==> src/rtl/line_raster_pkg.sv <==
// Shared render definitions for the line rasterizer and related walkers.
package line_raster_pkg;

  // Signed coordinate width for vertices and emitted pixels.
  localparam int COORD_W = 16;
  // Bresenham error term width and the width of its doubled value.
  localparam int ERR_W   = COORD_W + 2;
  localparam int E2_W    = COORD_W + 3;

  typedef enum logic [1:0] {
    IDLE  = 2'd0,
    SETUP = 2'd1,
    DRAW  = 2'd2
  } state_e;

endpackage

==> src/rtl/line_bres_step.sv <==
// One combinational Bresenham step: current pixel and error in, next pixel and error out.
module line_bres_step
  import line_raster_pkg::*;
(
  input  logic signed [COORD_W-1:0] cur_x_i,
  input  logic signed [COORD_W-1:0] cur_y_i,
  input  logic signed [ERR_W-1:0]   err_i,
  input  logic        [COORD_W:0]   dx_i,
  input  logic signed [ERR_W-1:0]   dy_i,
  input  logic                      sx_neg_i,
  input  logic                      sy_neg_i,
  output logic signed [COORD_W-1:0] next_x_o,
  output logic signed [COORD_W-1:0] next_y_o,
  output logic signed [ERR_W-1:0]   next_err_o
);

  localparam logic signed [COORD_W-1:0] ONE = {{(COORD_W-1){1'b0}}, 1'b1};

  logic signed [E2_W-1:0]    e2;
  logic signed [E2_W-1:0]    dy_ext;
  logic signed [E2_W-1:0]    dx_ext;
  logic signed [ERR_W-1:0]   dx_s;
  logic signed [ERR_W-1:0]   err_acc;
  logic signed [COORD_W-1:0] sx_val;
  logic signed [COORD_W-1:0] sy_val;
  logic                      step_x;
  logic                      step_y;

  // Compare doubled error against both deltas; both moves may fire (diagonal).
  always_comb begin
    e2      = {err_i, 1'b0};
    dy_ext  = {dy_i[ERR_W-1], dy_i};
    dx_ext  = {2'b00, dx_i};
    dx_s    = {1'b0, dx_i};
    sx_val  = sx_neg_i ? '1 : ONE;
    sy_val  = sy_neg_i ? '1 : ONE;
    step_x  = (e2 >= dy_ext);
    step_y  = (e2 <= dx_ext);
    err_acc = err_i;
    next_x_o = cur_x_i;
    next_y_o = cur_y_i;
    if (step_x) begin
      err_acc  = err_acc + dy_i;
      next_x_o = cur_x_i + sx_val;
    end
    if (step_y) begin
      err_acc  = err_acc + dx_s;
      next_y_o = cur_y_i + sy_val;
    end
    next_err_o = err_acc;
  end

endmodule

==> src/rtl/line_raster.sv <==
// Sequential Bresenham line rasterizer: one segment command in, one pixel per cycle out.
//
// Handshakes: a transfer happens on a rising edge where valid and ready are
// both high. The producer holds valid and its payload steady until that edge;
// ready may change freely. cmd_ready is high only in IDLE, pix_valid only in DRAW.
module line_raster
  import line_raster_pkg::*;
(
  input  logic                      clk,
  input  logic                      rst,
  input  logic                      cmd_valid,
  output logic                      cmd_ready,
  input  logic signed [COORD_W-1:0] vtxA_X,
  input  logic signed [COORD_W-1:0] vtxA_Y,
  input  logic signed [COORD_W-1:0] vtxB_X,
  input  logic signed [COORD_W-1:0] vtxB_Y,
  output logic                      pix_valid,
  input  logic                      pix_ready,
  output logic signed [COORD_W-1:0] pix_X,
  output logic signed [COORD_W-1:0] pix_Y,
  output logic                      pix_last,
  output logic                      busy,
  output state_e                    dbg_state
);

  state_e state_q, state_d;

  logic signed [COORD_W-1:0] ax_q, ax_d, ay_q, ay_d;
  logic signed [COORD_W-1:0] bx_q, bx_d, by_q, by_d;
  logic signed [COORD_W-1:0] cur_x_q, cur_x_d, cur_y_q, cur_y_d;
  logic        [COORD_W:0]   dx_q, dx_d;
  logic signed [ERR_W-1:0]   dy_q, dy_d, err_q, err_d;
  logic                      sx_neg_q, sx_neg_d, sy_neg_q, sy_neg_d;

  logic signed [COORD_W:0]   diff_x, diff_y;
  logic        [COORD_W:0]   setup_dx, abs_y;
  logic signed [ERR_W-1:0]   setup_dy, setup_err;

  logic signed [COORD_W-1:0] step_x, step_y;
  logic signed [ERR_W-1:0]   step_err;
  logic                      at_end;

  line_bres_step u_step (
    .cur_x_i   (cur_x_q),
    .cur_y_i   (cur_y_q),
    .err_i     (err_q),
    .dx_i      (dx_q),
    .dy_i      (dy_q),
    .sx_neg_i  (sx_neg_q),
    .sy_neg_i  (sy_neg_q),
    .next_x_o  (step_x),
    .next_y_o  (step_y),
    .next_err_o(step_err)
  );

  // Segment deltas from latched vertices, one bit wider than coordinates so the full range fits.
  always_comb begin
    diff_x    = {bx_q[COORD_W-1], bx_q} - {ax_q[COORD_W-1], ax_q};
    diff_y    = {by_q[COORD_W-1], by_q} - {ay_q[COORD_W-1], ay_q};
    setup_dx  = diff_x[COORD_W] ? (-diff_x) : diff_x;
    abs_y     = diff_y[COORD_W] ? (-diff_y) : diff_y;
    setup_dy  = -($signed({1'b0, abs_y}));
    setup_err = $signed({1'b0, setup_dx}) + setup_dy;
  end

  assign at_end    = (cur_x_q == bx_q) && (cur_y_q == by_q);
  assign cmd_ready = (state_q == IDLE) && !rst;
  assign busy      = (state_q != IDLE);
  assign pix_valid = (state_q == DRAW);
  assign pix_last  = (state_q == DRAW) && at_end;
  assign pix_X     = cur_x_q;
  assign pix_Y     = cur_y_q;
  assign dbg_state = state_q;

  // Next-state and datapath update: latch in IDLE, derive deltas in SETUP, step in DRAW.
  always_comb begin
    state_d  = state_q;
    ax_d     = ax_q;
    ay_d     = ay_q;
    bx_d     = bx_q;
    by_d     = by_q;
    cur_x_d  = cur_x_q;
    cur_y_d  = cur_y_q;
    dx_d     = dx_q;
    dy_d     = dy_q;
    err_d    = err_q;
    sx_neg_d = sx_neg_q;
    sy_neg_d = sy_neg_q;
    unique case (state_q)
      IDLE: begin
        if (cmd_valid) begin
          ax_d    = vtxA_X;
          ay_d    = vtxA_Y;
          bx_d    = vtxB_X;
          by_d    = vtxB_Y;
          state_d = SETUP;
        end
      end
      SETUP: begin
        dx_d     = setup_dx;
        dy_d     = setup_dy;
        err_d    = setup_err;
        sx_neg_d = !(ax_q < bx_q);
        sy_neg_d = !(ay_q < by_q);
        cur_x_d  = ax_q;
        cur_y_d  = ay_q;
        state_d  = DRAW;
      end
      DRAW: begin
        if (pix_ready) begin
          if (at_end) begin
            state_d = IDLE;
          end else begin
            cur_x_d = step_x;
            cur_y_d = step_y;
            err_d   = step_err;
          end
        end
      end
      default: state_d = IDLE;
    endcase
  end

  // State and datapath registers, cleared asynchronously so a reset discards any segment.
  always_ff @(posedge clk or posedge rst) begin
    if (rst) begin
      state_q  <= IDLE;
      ax_q     <= '0;
      ay_q     <= '0;
      bx_q     <= '0;
      by_q     <= '0;
      cur_x_q  <= '0;
      cur_y_q  <= '0;
      dx_q     <= '0;
      dy_q     <= '0;
      err_q    <= '0;
      sx_neg_q <= 1'b0;
      sy_neg_q <= 1'b0;
    end else begin
      state_q  <= state_d;
      ax_q     <= ax_d;
      ay_q     <= ay_d;
      bx_q     <= bx_d;
      by_q     <= by_d;
      cur_x_q  <= cur_x_d;
      cur_y_q  <= cur_y_d;
      dx_q     <= dx_d;
      dy_q     <= dy_d;
      err_q    <= err_d;
      sx_neg_q <= sx_neg_d;
      sy_neg_q <= sy_neg_d;
    end
  end

endmodule

==> config.mk <==
export PLATFORM = sky130hd
export DESIGN_NAME = line_raster
export DESIGN_NICKNAME = d
export VERILOG_FILES = /design/src/rtl/line_raster_pkg.sv /design/src/rtl/line_bres_step.sv /design/src/rtl/line_raster.sv
export SDC_FILE = /design/constraint.sdc
export NUM_CORES = 1
export LEC_CHECK = 0
export CAP_MARGIN = 20
export CORE_MARGIN = 3
export CORE_UTILIZATION = 60
export CTS_CLUSTER_DIAMETER = 50
export DETAILED_ROUTE_END_ITERATION = 7
export DONT_BUFFER_PORTS = 1
export HOLD_SLACK_MARGIN = 0.02
export PLACE_DENSITY = 0.76
export SKIP_CTS_REPAIR_TIMING = 1
export SYNTH_ARGS = -nofsm -noshare
export SYNTH_HDL_FRONTEND = slang
export SYNTH_SLANG_ARGS = --single-unit
==> constraint.sdc <==
create_clock -name clk -period 7.04 [get_ports clk]
set_input_delay 1.408 -clock clk [delete_from_list [all_inputs] [get_ports clk]]
set_output_delay 1.408 -clock clk [all_outputs]
set_load 0.005 [all_outputs]
# Word level (Yosys, flattened, before mapping)
# Cells that the tools add are included.
# W data, S select, Z words.
# word_totals
ff_bits	153
in_bits	68
output_inout_bits	38
# op_classes
add_sub_neg	10
order_cmp	4
eq_ne	10
n_mux	21
n_reduce_logical	14
# op_table
operator	n
$mux W16	8
$mux W18	4
$pmux W16 S2	2
$add A18 B18 Y18	3
$pmux W18 S2	1
$mux W17	2
$neg A17 Y17	2
$sub A16 B16 Y17	2
$add A16 B16 Y16	2
$eq A16 B16 Y1	2
$lt A16 B16 Y1	2
$ge A19 B18 Y1	1
$le A19 B18 Y1	1
$neg A17 Y18	1
$ne A2 B1 Y1 const B	4
$reduce_and A4 Y1	2
$mux W2	3
$pmux W2 S3	1
$reduce_and A3 Y1	2
$ne A2 B2 Y1 const B	2
$reduce_bool A2 Y1	2
$logic_and A1 B1 Y1	3
$logic_not A1 Y1	3
$eq A2 B1 Y1 const B	1
3 further kinds	3

# Depth between registers and ports, before layout
# Gate-level depths: netlist (run 1).
# depth
ltp_word	7
depth_mapped	29
mapped_depth_nobuf	28

# By module
# From an unflattened synthesis (run 1), not the netlist that was laid out.
# unflattened
cells_unflattened	1792
hier_area_um2	14691.6
# modules_own_cells
module	instances	cells_each	area_each_um2
line_raster	1	1182	10214.8
line_bres_step	1	610	4476.8

# Worst setup path after synthesis (run 1)
# No wires, ideal clock.
# synth_path
path_kind	register to register
start	register ax_q[0]
end	register err_q[16]
setup_ps	77
arrival_time_ps	5485
t_required_ps	6963
path_slack_ps	1477
stages_incl_launch_ff	28
synth_period_minus_slack_ps	5563
path_cell_list	dfrtp_1 > ha_1 > inv_1 > fa_1 > a21o_1 > a21oi_1 > o21bai_1 > a21oi_1 > o31ai_1 > a21boi_0 > o21ai_0 > nor3_1 > a21oi_1 > clkbuf_1 > mux2_2 > fa_1 > a21o_1 > a21oi_1 > o21bai_1 > a21oi_1 > o21bai_1 > a41o_1 > o41ai_1 > o21ai_0 > a21oi_1 > xnor2_1 > o22ai_1 > a21oi_1
# synth_between
elab_chain_len	5
# synth_lines
item	line_no	source
start, declared	line_raster.sv:28	logic signed [COORD_W-1:0] ax_q, ax_d, ay_q, ay_d;
start signal, assigned	line_raster.sv:128	ax_q <= '0;
start signal, assigned	line_raster.sv:141	ax_q <= ax_d;
$sub A16 B16 Y17 *	line_raster.sv:58	diff_x = {bx_q[COORD_W-1], bx_q} - {ax_q[COORD_W-1], ax_q};
$neg A17 Y17	line_raster.sv:60	setup_dx = diff_x[COORD_W] ? (-diff_x) : diff_x;
$mux W17 *	line_raster.sv:60	
named net setup_dx[1]	line_raster.sv:36	logic [COORD_W:0] setup_dx, abs_y;
$add A18 B18 Y18 *	line_raster.sv:63	setup_err = $signed({1'b0, setup_dx}) + setup_dy;
$pmux W18 S2 *	line_raster.sv:89	unique case (state_q)
end signal, assigned	line_raster.sv:149	err_q <= err_d;
end, declared	line_raster.sv:32	logic signed [ERR_W-1:0] dy_q, dy_d, err_q, err_d;
# The timed path passes the listed nets; every way through them passes the cells marked *.
# A chain may end at the register's enable or synchronous reset.

# Worst setup path in the final report (run 1)
# layout_path
start	register bx_q[0]
end	register err_q[16]
# layout_between
elab_chain_len	5
word_cells_on_any_way	9
classes_between	3 x add/sub; 2 x eq/ne; 2 x mux; 2 x reduce/logical
# layout_lines
item	line_no	source
start, declared	line_raster.sv:29	logic signed [COORD_W-1:0] bx_q, bx_d, by_q, by_d;
start signal, assigned	line_raster.sv:130	bx_q <= '0;
start signal, assigned	line_raster.sv:143	bx_q <= bx_d;
$sub A16 B16 Y17 *	line_raster.sv:58	
$neg A17 Y17	line_raster.sv:60	
$mux W17 *	line_raster.sv:60	
named net setup_dx[1]	line_raster.sv:36	
$add A18 B18 Y18 *	line_raster.sv:63	
$pmux W18 S2 *	line_raster.sv:89	
# Marks and branches as above.

==> results of run 1 <==
## logic make-up after synthesis
logic type | after synthesis | share of synthesized area, %
XOR/XNOR | 155 | 9.95
multiplexers | 77 | 6.24
adder cells (fa/ha/maj) | 155 | 14.5
AO/OA/AOI/OAI | 448 | 20.1
AND/OR/NAND/NOR | 463 | 16.3
flip-flops | 153 | 27.9
buffers and inverters | 174 | 4.97
## flip-flops by register name (all words and copies together) (netlist names)
name and flops:
sx_neg_q 1, pix_X 16, pix_Y 16, dbg_state 2, ay_q 16, bx_q 16
err_q 18, ax_q 16, by_q 16, dy_q 18, dx_q 17, sy_neg_q 1
## how the worst max path moves through the flow
stage / start / to / slack, ns / cells after the start
6_report: bx_q[0] / err_q[16] / 0.94 / 28
5_1_grt: bx_q[0] / err_q[16] / 0.29 / 28
3_3_place_gp: bx_q[0] / err_q[16] / 1.07 / 28
4_1_cts: bx_q[0] / err_q[16] / 0.75 / 28
3_5_place_dp: bx_q[0] / err_q[16] / 0.81 / 28
2_1_floorplan: ax_q[0] / err_q[16] / 1.48 / 27
## through the flow
stage | area (µm²) | utilization [%]
finish | 14600 | 65.7
global route | 14600 | 65.7
CTS | 14500 | 65.5
detailed placement | 13900 | 62.8
global placement | 13900 | 62.8
floorplan | 13700 | -
## cell usage after synthesis, types with 16 or more instances
master and number:
dfrtp_1 153, ha_1 148, a21oi_1 142, nand2_1 141, o21ai_0 127, nor2_1 121
inv_1 117, xnor2_1 114, mux2_2 67, clkbuf_1 44, xor2_1 40, a21o_1 37
nor3_1 35, nand3_1 29, nand4_1 21, o211ai_1 21, a31oi_1 20, nand2b_1 20
nor2b_1 18, a211oi_1 16
## final cells by class
cell class	count	area (µm²)	area share (%)
multi-input combinational	1298	9240	63.5
sequential	153	3830	26.3
timing repair buffer	10	95.1	0.653
clock buffer	18	429	2.95
inverter	117	444	3.05
clock inverter	14	166	1.14
tap	280	350	2.41
antenna	2	5.00	0.0344
## critical path: cells and delay by family (launching register included)
kind / cells / cell delay (ns)
mux: 1 / 0.34
simple gates: 1 / 0.14
flops: 1 / 0.39
buf+inv: 3 / 0.33
compound gates: 19 / 3.65
xor+xnor: 1 / 0.15
fa+ha+maj: 3 / 1.06
## cell usage in the layout (no fill, tap or decap), types with 6 or more instances in the layout
| master | Yosys | routed |
|---|---|---|
| or3_1 | 12 | 12 |
| a211oi_1 | 16 | 16 |
| nand4_1 | 21 | 21 |
| clkbuf_16 | 0 | 17 |
| or2_2 | 6 | 6 |
| a21oi_1 | 142 | 141 |
| a31oi_1 | 20 | 20 |
| o21ai_0 | 127 | 127 |
| nand2_1 | 141 | 140 |
| nor2_1 | 121 | 120 |
| nor4_1 | 7 | 7 |
| nor3_1 | 35 | 35 |
| o211ai_1 | 21 | 21 |
| nand3_1 | 29 | 29 |
| nor2b_1 | 18 | 18 |
| xor2_1 | 40 | 40 |
| buf_4 | 3 | 9 |
| mux2i_1 | 9 | 9 |
| inv_1 | 117 | 115 |
| and2_1 | 9 | 9 |
| o21bai_1 | 12 | 12 |
| fa_1 | 7 | 7 |
| o21a_1 | 12 | 12 |
| nand2b_1 | 20 | 19 |
| mux2_2 | 67 | 67 |
| and3_1 | 12 | 12 |
| xnor2_1 | 114 | 114 |
| ha_1 | 148 | 148 |
| a21o_1 | 37 | 37 |
| dfrtp_1 | 153 | 153 |
## layer usage
metal  vias to the layer above  GRT usage (%)  routed length, µm
met3                        82           6.41               2780
met2                       414           46.9              16400
met5                         -              0                  7
li1                       5721              -                  -
met1                      5534           39.2              15900
met4                         2           10.8               1210
==> results.ini, run 1 <==
[run_status]
status=finished clean

[final_layout]
syn2layout_area_growth_pct=6.10
finalNetCount=1820
nFillCells=1821
fin_cells=1892
drive_above_1_share_pct=9.13

[timing]
worst_slew_pin_slew_ns=0.938
timing.fmax_ghz=0.164
finalMaxSlewViolations=0
rsz0062_at_grt=false
finalSetupTns_ns=0
whs_ns=0.545
period_needed_ns=6.10
finalHoldViolCount=0
skew_ns=0.00979
slew_headroom_pct=37.5
period_share_pct=86.7
layout_setup_ws_ns=0.938
report.final.setup_viol=0

[cts]
clock_latency_ns=0.43
cts_buffer_depth=2
htreeDepth=4
cts_buffers=17
path_clk_slew_ns=0.07
numClockSinks=153
clock-root-buffer=clkbuf_16
cts_tree=yes

[grt]
grt_usage_pct=29.3
overflow=0
grt_pass1_wl_mm=57.9
grt_pass1_vias=11300
antenna_found_initial=2
grt_start_max_net_pins=90

[critical_path]
worstReg2RegEnd=err_q[16]
critPathSlowestCell=fa_1
crit_path_frequent_cell=a21oi_1
startpoint_type=flip-flop
reg2reg_depth=28
crit_required_ns=7.40
cp_max_fo=16
timing.rr.start=bx_q[0]
crit_arrival_ns=6.46
rrSetupSlack_ns=0.94
max_stage_delay_ns=0.47
critPathKind=reg -> reg
end_kind=flip-flop

[hold_path]
whs_endpoint=dy_q[17]
hold_depth=1
min_path_type=reg -> reg
holdCritStartpoint=dy_q[17]

[placement]
port_buffers=0
dpl.cell_count=1857
routabilityCongestion=0.949
dp_slack_ns=0.812
dp_hpwl_mm=27.6

[route]
wirelength_mm=36.3
vias_per_cell=6.21
vias=11800
drc_errors=0
antenna_left=0
drt-initial-drc-count=831
drt_pass1_iterations=5
routedWlPerCell_um=19.2

[synth]
yosysSeqAreaShare_pct=27.9
synthDistinctLibCells=76
avgSynthCellArea_um2=8.45
synth_top_cell_area_share_pct=27.9
syn-num-nets=1848
synth_top_flop_cell=dfrtp_1
synth_edf_count=0
yosysWarningCount=0
synth-async-reset-ratio_pct=100
syn_inst=1625
synth.cell_area_um2=13700
yosysTopAreaCell=dfrtp_1
synthTopCellsByArea=dfrtp_1 (28%), ha_1 (13%), xnor2_1 (7.3%)
ys_ff_latch=153

[run]
max-cap-violations=0

[die]
rows=54
die_x_um=157
die_h_um=157
start_util_pct=61.9
die_area_um2=24700
core-area_um2=22200
num_io_pins=106

Power of run 1 is not shown: default switching activity piles up to over one toggle a cycle in this logic, so the estimate is an artifact.
==> run 2, diff against run 1 <==
--- a/config.mk
+++ b/config.mk
@@ -13,6 +13,7 @@
 export DONT_BUFFER_PORTS = 1
 export HOLD_SLACK_MARGIN = 0.02
 export PLACE_DENSITY = 0.76
+export RECOVER_POWER = 50
 export SKIP_CTS_REPAIR_TIMING = 1
 export SYNTH_ARGS = -nofsm -noshare
 export SYNTH_HDL_FRONTEND = slang
==> run 2 against run 1 <==
  * The run now ends with capacitance limit, slew limit left
  * Worst hold slack lost 0.0080 ns
  * Critical path depth is the same
  * Clock skew hardly changed
  * Flip-flop and latch count unchanged
  * Clock-buffer cell count unchanged
  * Global-route usage unchanged
==> results.ini, run 2 (synthesis results as in run 1) <==
[run_status]
status=finished with violations  ; was finished clean
violations=capacitance limit, slew limit

[cts]
path_clk_slew_ns=0.07  ; about the same
cts_buffers=17  ; unchanged
cts_tree=yes  ; unchanged
clock_latency_ns=0.43  ; about the same
cts_buffer_depth=2  ; unchanged
htreeDepth=4  ; unchanged
numClockSinks=153  ; unchanged
clock-root-buffer=clkbuf_16  ; unchanged

[route]
vias=11800  ; about the same
vias_per_cell=6.21  ; about the same
drt_pass1_iterations=5  ; unchanged
routedWlPerCell_um=19.2  ; about the same
antenna_left=0  ; unchanged
drc_errors=0  ; unchanged
top_layer_used=met5  ; unchanged
wirelength_mm=36.3  ; about the same
wl_met1_mm=16.0  ; was 15.9 mm
drt-initial-drc-count=838  ; was 831
dr_wl_met3_mm=2.67  ; was 2.78 mm
met2WireLength_mm=16.5  ; was 16.4 mm

[critical_path]
end_kind=flip-flop  ; unchanged
reg2reg_depth=28  ; unchanged
crit_required_ns=7.39  ; was 7.40 ns
critPathSlowestCell=fa_1  ; unchanged
crit_path_frequent_cell=a21oi_1  ; unchanged
cp_max_fo=16  ; unchanged
max_stage_delay_ns=0.47  ; about the same
crit_arrival_ns=6.53  ; was 6.46 ns
startpoint_type=flip-flop  ; unchanged
critPathKind=reg -> reg  ; unchanged

[timing]
finalMaxSlewViolations=304  ; was 0
worst_slew_pin_slew_ns=3.85  ; was 0.938 ns
period_needed_ns=6.18  ; was 6.10 ns
period_share_pct=87.8  ; was 86.7%
whs_ns=0.537  ; was 0.545 ns
skew_ns=0.00992  ; was 0.00979 ns
finalSetupTns_ns=0  ; unchanged
timing.fmax_ghz=0.162  ; was 0.164 GHz
slew_headroom_pct=-158  ; was 37.5%
finalHoldViolCount=0  ; unchanged
rsz0062_at_grt=false  ; unchanged
report.final.setup_viol=0  ; unchanged

[placement]
dp_hpwl_mm=27.6  ; unchanged
port_buffers=0  ; unchanged
routabilityCongestion=0.949  ; unchanged

[die]
rows=54  ; unchanged
die_x_um=157  ; unchanged
die_area_um2=24700  ; unchanged
start_util_pct=61.9  ; unchanged
num_io_pins=106  ; unchanged
core-area_um2=22200  ; unchanged
die_h_um=157  ; unchanged

[grt]
grt_usage_pct=29.3  ; unchanged
grt_start_max_net_pins=90  ; unchanged
antenna_found_initial=2  ; unchanged
overflow=0  ; unchanged
grt_pass1_wl_mm=57.9  ; unchanged
grt_pass1_vias=11300  ; unchanged

[final_layout]
utilization_pct=65.6  ; was 65.7%
drive_above_1_share_pct=8.94  ; was 9.13%
syn2layout_area_growth_pct=5.94  ; was 6.10%
finalNetCount=1820  ; unchanged
reg_top3=dy_q (18), err_q (18), dx_q (17)  ; unchanged
final_cell_mix=dfrtp_1 (153), ha_1 (148), a21oi_1 (141)  ; unchanged
final_common_cell=dfrtp_1  ; unchanged

[run]
max-cap-violations=4  ; was 0

[hold_path]
hold_depth=1  ; unchanged
min_path_type=reg -> reg  ; unchanged

run 2: cell count changes in the layout (fill, tap and decap cells not counted), sizes merged:
cell      delta
buf          -3
clkbuf       +3
inv          -1
clkinvlp     +1
run 2: path summary, 6_finish.rpt:
kind / start / slack, ns / endpoint
setup / recovery: bx_q[0] / 0.86 / err_q[16]
hold / removal: dy_q[17] / 0.54 / dy_q[17]
setup reg to reg: bx_q[0] / 0.86 / err_q[16]
hold reg to reg: dy_q[17] / 0.54 / dy_q[17]
max in group asynchronous: rst / 2.16 / pix_Y[9]
min in group asynchronous: rst / 2.01 / bx_q[15]
run 2: area by class of cell:
class                   count  area (µm²)
fillers                  1827        7620
multi-input cells        1298        9240
inverters                 117         440
diodes                      2        5.00
repair buffers             10        85.1
flip-flops and latches    153        3830
clock buffers              18         429
clock inverters            14         166
well taps                 280         350
run 2: metal layers:
layer	global-route usage, %	up-vias
met2	46.9	414
met5	0	-
met3	6.41	79
li1	-	5724
met1	39.2	5539
met4	10.8	2
run 2: through the flow:
step,setup slack (ns),cells,area (µm²)
floorplan,1.48,1625,13700
global placement,1.07,1857,13900
detailed placement,0.812,1857,13900
CTS,0.749,1889,14500
global route,0.183,1891,14500
finish,0.858,1892,14500
run 2: critical path: cells and delay by family (launching register included):
kind / cells / cell delay (ns)
flops: 1 / 0.39
buf+inv: 3 / 0.33
fa+ha+maj: 3 / 1.05
compound gates: 19 / 3.71
simple gates: 1 / 0.14
xor+xnor: 1 / 0.15
mux: 1 / 0.34
Power of run 2 is left out for the same reason.
==> run 3, diff against run 2 <==
--- a/config.mk
+++ b/config.mk
@@ -11,6 +11,7 @@
 export CTS_CLUSTER_DIAMETER = 50
 export DETAILED_ROUTE_END_ITERATION = 7
 export DONT_BUFFER_PORTS = 1
+export GPL_ROUTABILITY_DRIVEN = 0
 export HOLD_SLACK_MARGIN = 0.02
 export PLACE_DENSITY = 0.76
 export RECOVER_POWER = 50
==> run 3 against run 2 <==
  * The flow still finishes with violations (capacitance limit, slew limit)
  * Sequential share of layout area about the same
  * Routed wire length fell by 0.49%
  * Setup slack got worse by 0.17 ns
  * Critical path depth did not move
  * Non-clock buffer count fell by 1
  * Worst hold slack got worse by 0.034 ns
  * Global-route usage rose by 0.53 points
  * Cell area hardly changed
  * Register-to-register slack lost 0.17 ns
  * Die area stayed put
  * Flip-flop and latch count did not move
==> results.ini, run 3 (synthesis results as in run 1) <==
[run_status]
status=finished with violations  ; unchanged
violations=capacitance limit, slew limit  ; unchanged

[critical_path]
reg2reg_depth=28  ; unchanged
crit_path_frequent_cell=a21oi_1  ; unchanged
critPathSlowestCell=o41ai_1  ; was fa_1
startpoint_type=flip-flop  ; unchanged
rrSetupSlack_ns=0.69  ; was 0.86 ns
endpoint=err_q[16]  ; unchanged
worstReg2RegEnd=err_q[16]  ; unchanged
cp-startpoint=bx_q[0]  ; unchanged
crit_arrival_ns=6.70  ; was 6.53 ns
crit_required_ns=7.39  ; about the same
end_kind=flip-flop  ; unchanged
timing.rr.start=bx_q[0]  ; unchanged
max_stage_delay_ns=0.65  ; was 0.47 ns
critPathKind=reg -> reg  ; unchanged
cp_max_fo=16  ; unchanged

[cts]
htreeDepth=4  ; unchanged
clock-root-buffer=clkbuf_16  ; unchanged
cts_tree=yes  ; unchanged
clock_latency_ns=0.44  ; was 0.43 ns
path_clk_slew_ns=0.07  ; about the same
cts_buffers=17  ; unchanged
numClockSinks=153  ; unchanged
cts_buffer_depth=2  ; unchanged

[route]
vias=11800  ; about the same
drc_errors=0  ; unchanged
wirelength_mm=36.2  ; was 36.3 mm
drt-initial-drc-count=779  ; was 838
antenna_left=0  ; unchanged
routedWlPerCell_um=19.1  ; was 19.2 µm
drt_pass1_iterations=5  ; unchanged
vias_per_cell=6.22  ; was 6.21

[timing]
finalHoldViolCount=0  ; unchanged
finalMaxSlewViolations=244  ; was 304
worst_slew_pin_slew_ns=4.13  ; was 3.85 ns
rsz0062_at_grt=false  ; unchanged
period_needed_ns=6.35  ; was 6.18 ns
report.final.setup_viol=0  ; unchanged
skew_ns=0.0131  ; was 0.00992 ns
timing.fmax_ghz=0.157  ; was 0.162 GHz
finalSetupTns_ns=0  ; unchanged
period_share_pct=90.2  ; was 87.8%
slew_headroom_pct=-175  ; was -158%

[grt]
grt_pass1_wl_mm=58.8  ; was 57.9 mm
grt_start_max_net_pins=98  ; was 90
grt_usage_pct=29.8  ; was 29.3%
antenna_found_initial=5  ; was 2
overflow=0  ; unchanged
grt_pass1_vias=11600  ; was 11,300

[final_layout]
nFillCells=1841  ; was 1,827
ff_latch_area_um2=3830  ; unchanged
reg_top3=dy_q (18), err_q (18), dx_q (17)  ; unchanged
multi_input_area_um2=9240  ; unchanged
final_cell_mix=dfrtp_1 (153), ha_1 (148), a21oi_1 (141)  ; unchanged
finalNetCount=1819  ; was 1,820
drive_above_1_share_pct=8.83  ; was 8.94%
syn2layout_area_growth_pct=6.04  ; was 5.94%
final_common_cell=dfrtp_1  ; unchanged

[die]
start_util_pct=61.9  ; unchanged
rows=54  ; unchanged
die_h_um=157  ; unchanged
die_area_um2=24700  ; unchanged
core-area_um2=22200  ; unchanged
num_io_pins=106  ; unchanged
die_x_um=157  ; unchanged

[placement]
port_buffers=0  ; unchanged
dp_hpwl_mm=27.4  ; was 27.6 mm

[run]
max-cap-violations=3  ; was 4

[hold_path]
min_path_type=reg -> reg  ; unchanged
hold_depth=1  ; unchanged

run 3: cell types whose count changed in the layout (fill, tap and decap cells not counted), moves of 2 or more:
cell and delta:
bufinv_16 +2, inv_8 -3, clkinvlp_4 -4, clkinv_4 +3
run 3: per-stage QoR:
| step | setup WS (ns) | cells | hold WS (ns) | utilization [%] | cell area (µm²) |
|---|---|---|---|---|---|
| 2_1_floorplan | 1.48 | 1625 | 0.449 | - | 13700 |
| 3_3_place_gp | 1.10 | 1857 | 0.466 | 62.8 | 13900 |
| 3_5_place_dp | 0.873 | 1857 | 0.488 | 62.8 | 13900 |
| 4_1_cts | 0.820 | 1889 | 0.505 | 65.7 | 14600 |
| 5_1_grt | 0.229 | 1890 | 0.532 | 65.7 | 14600 |
| 6_report | 0.687 | 1890 | 0.503 | 65.7 | 14600 |
run 3: worst min path at each step:
stage                         from        to  slack, ns
after floorplan           dy_q[17]  dy_q[17]       0.45
after global placement    dy_q[17]  dy_q[17]       0.47
after detailed placement  dy_q[17]  dy_q[17]       0.49
after CTS                 dy_q[17]  dy_q[17]       0.50
after global routing      dy_q[17]  dy_q[17]       0.53
final                     dy_q[17]  dy_q[17]       0.50
run 3: layer usage:
metal | vias up | global-route usage, % | wire, µm
met5 | - | 0 | 54
met4 | 8 | 9.21 | 852
met3 | 73 | 7.75 | 2610
met2 | 350 | 48.5 | 16800
met1 | 5595 | 39.2 | 15900
li1 | 5727 | - | -
run 3: critical path: cells and delay by family (launching register included):
kind | cells | cell delay, ns
adders and majority gates | 3 | 1.03
buffers and inverters | 3 | 0.33
AOI/OAI and AO/OA | 19 | 3.90
DFF | 1 | 0.40
xor gates and xnor gates | 1 | 0.14
muxes | 1 | 0.33
and+or+nand+nor | 1 | 0.15
run 3: layout make-up:
| type | count | share of cell area (%) |
|---|---|---|
| Antenna cell | 1 | 0.0172 |
| Clock buffer | 20 | 3.07 |
| Clock inverter | 12 | 1.30 |
| Inverter | 117 | 3.03 |
| Multi-Input combinational cell | 1298 | 63.5 |
| Sequential cell | 153 | 26.3 |
| Tap cell | 280 | 2.41 |
| Timing Repair Buffer | 9 | 0.413 |
Power of run 3 is left out for the same reason.
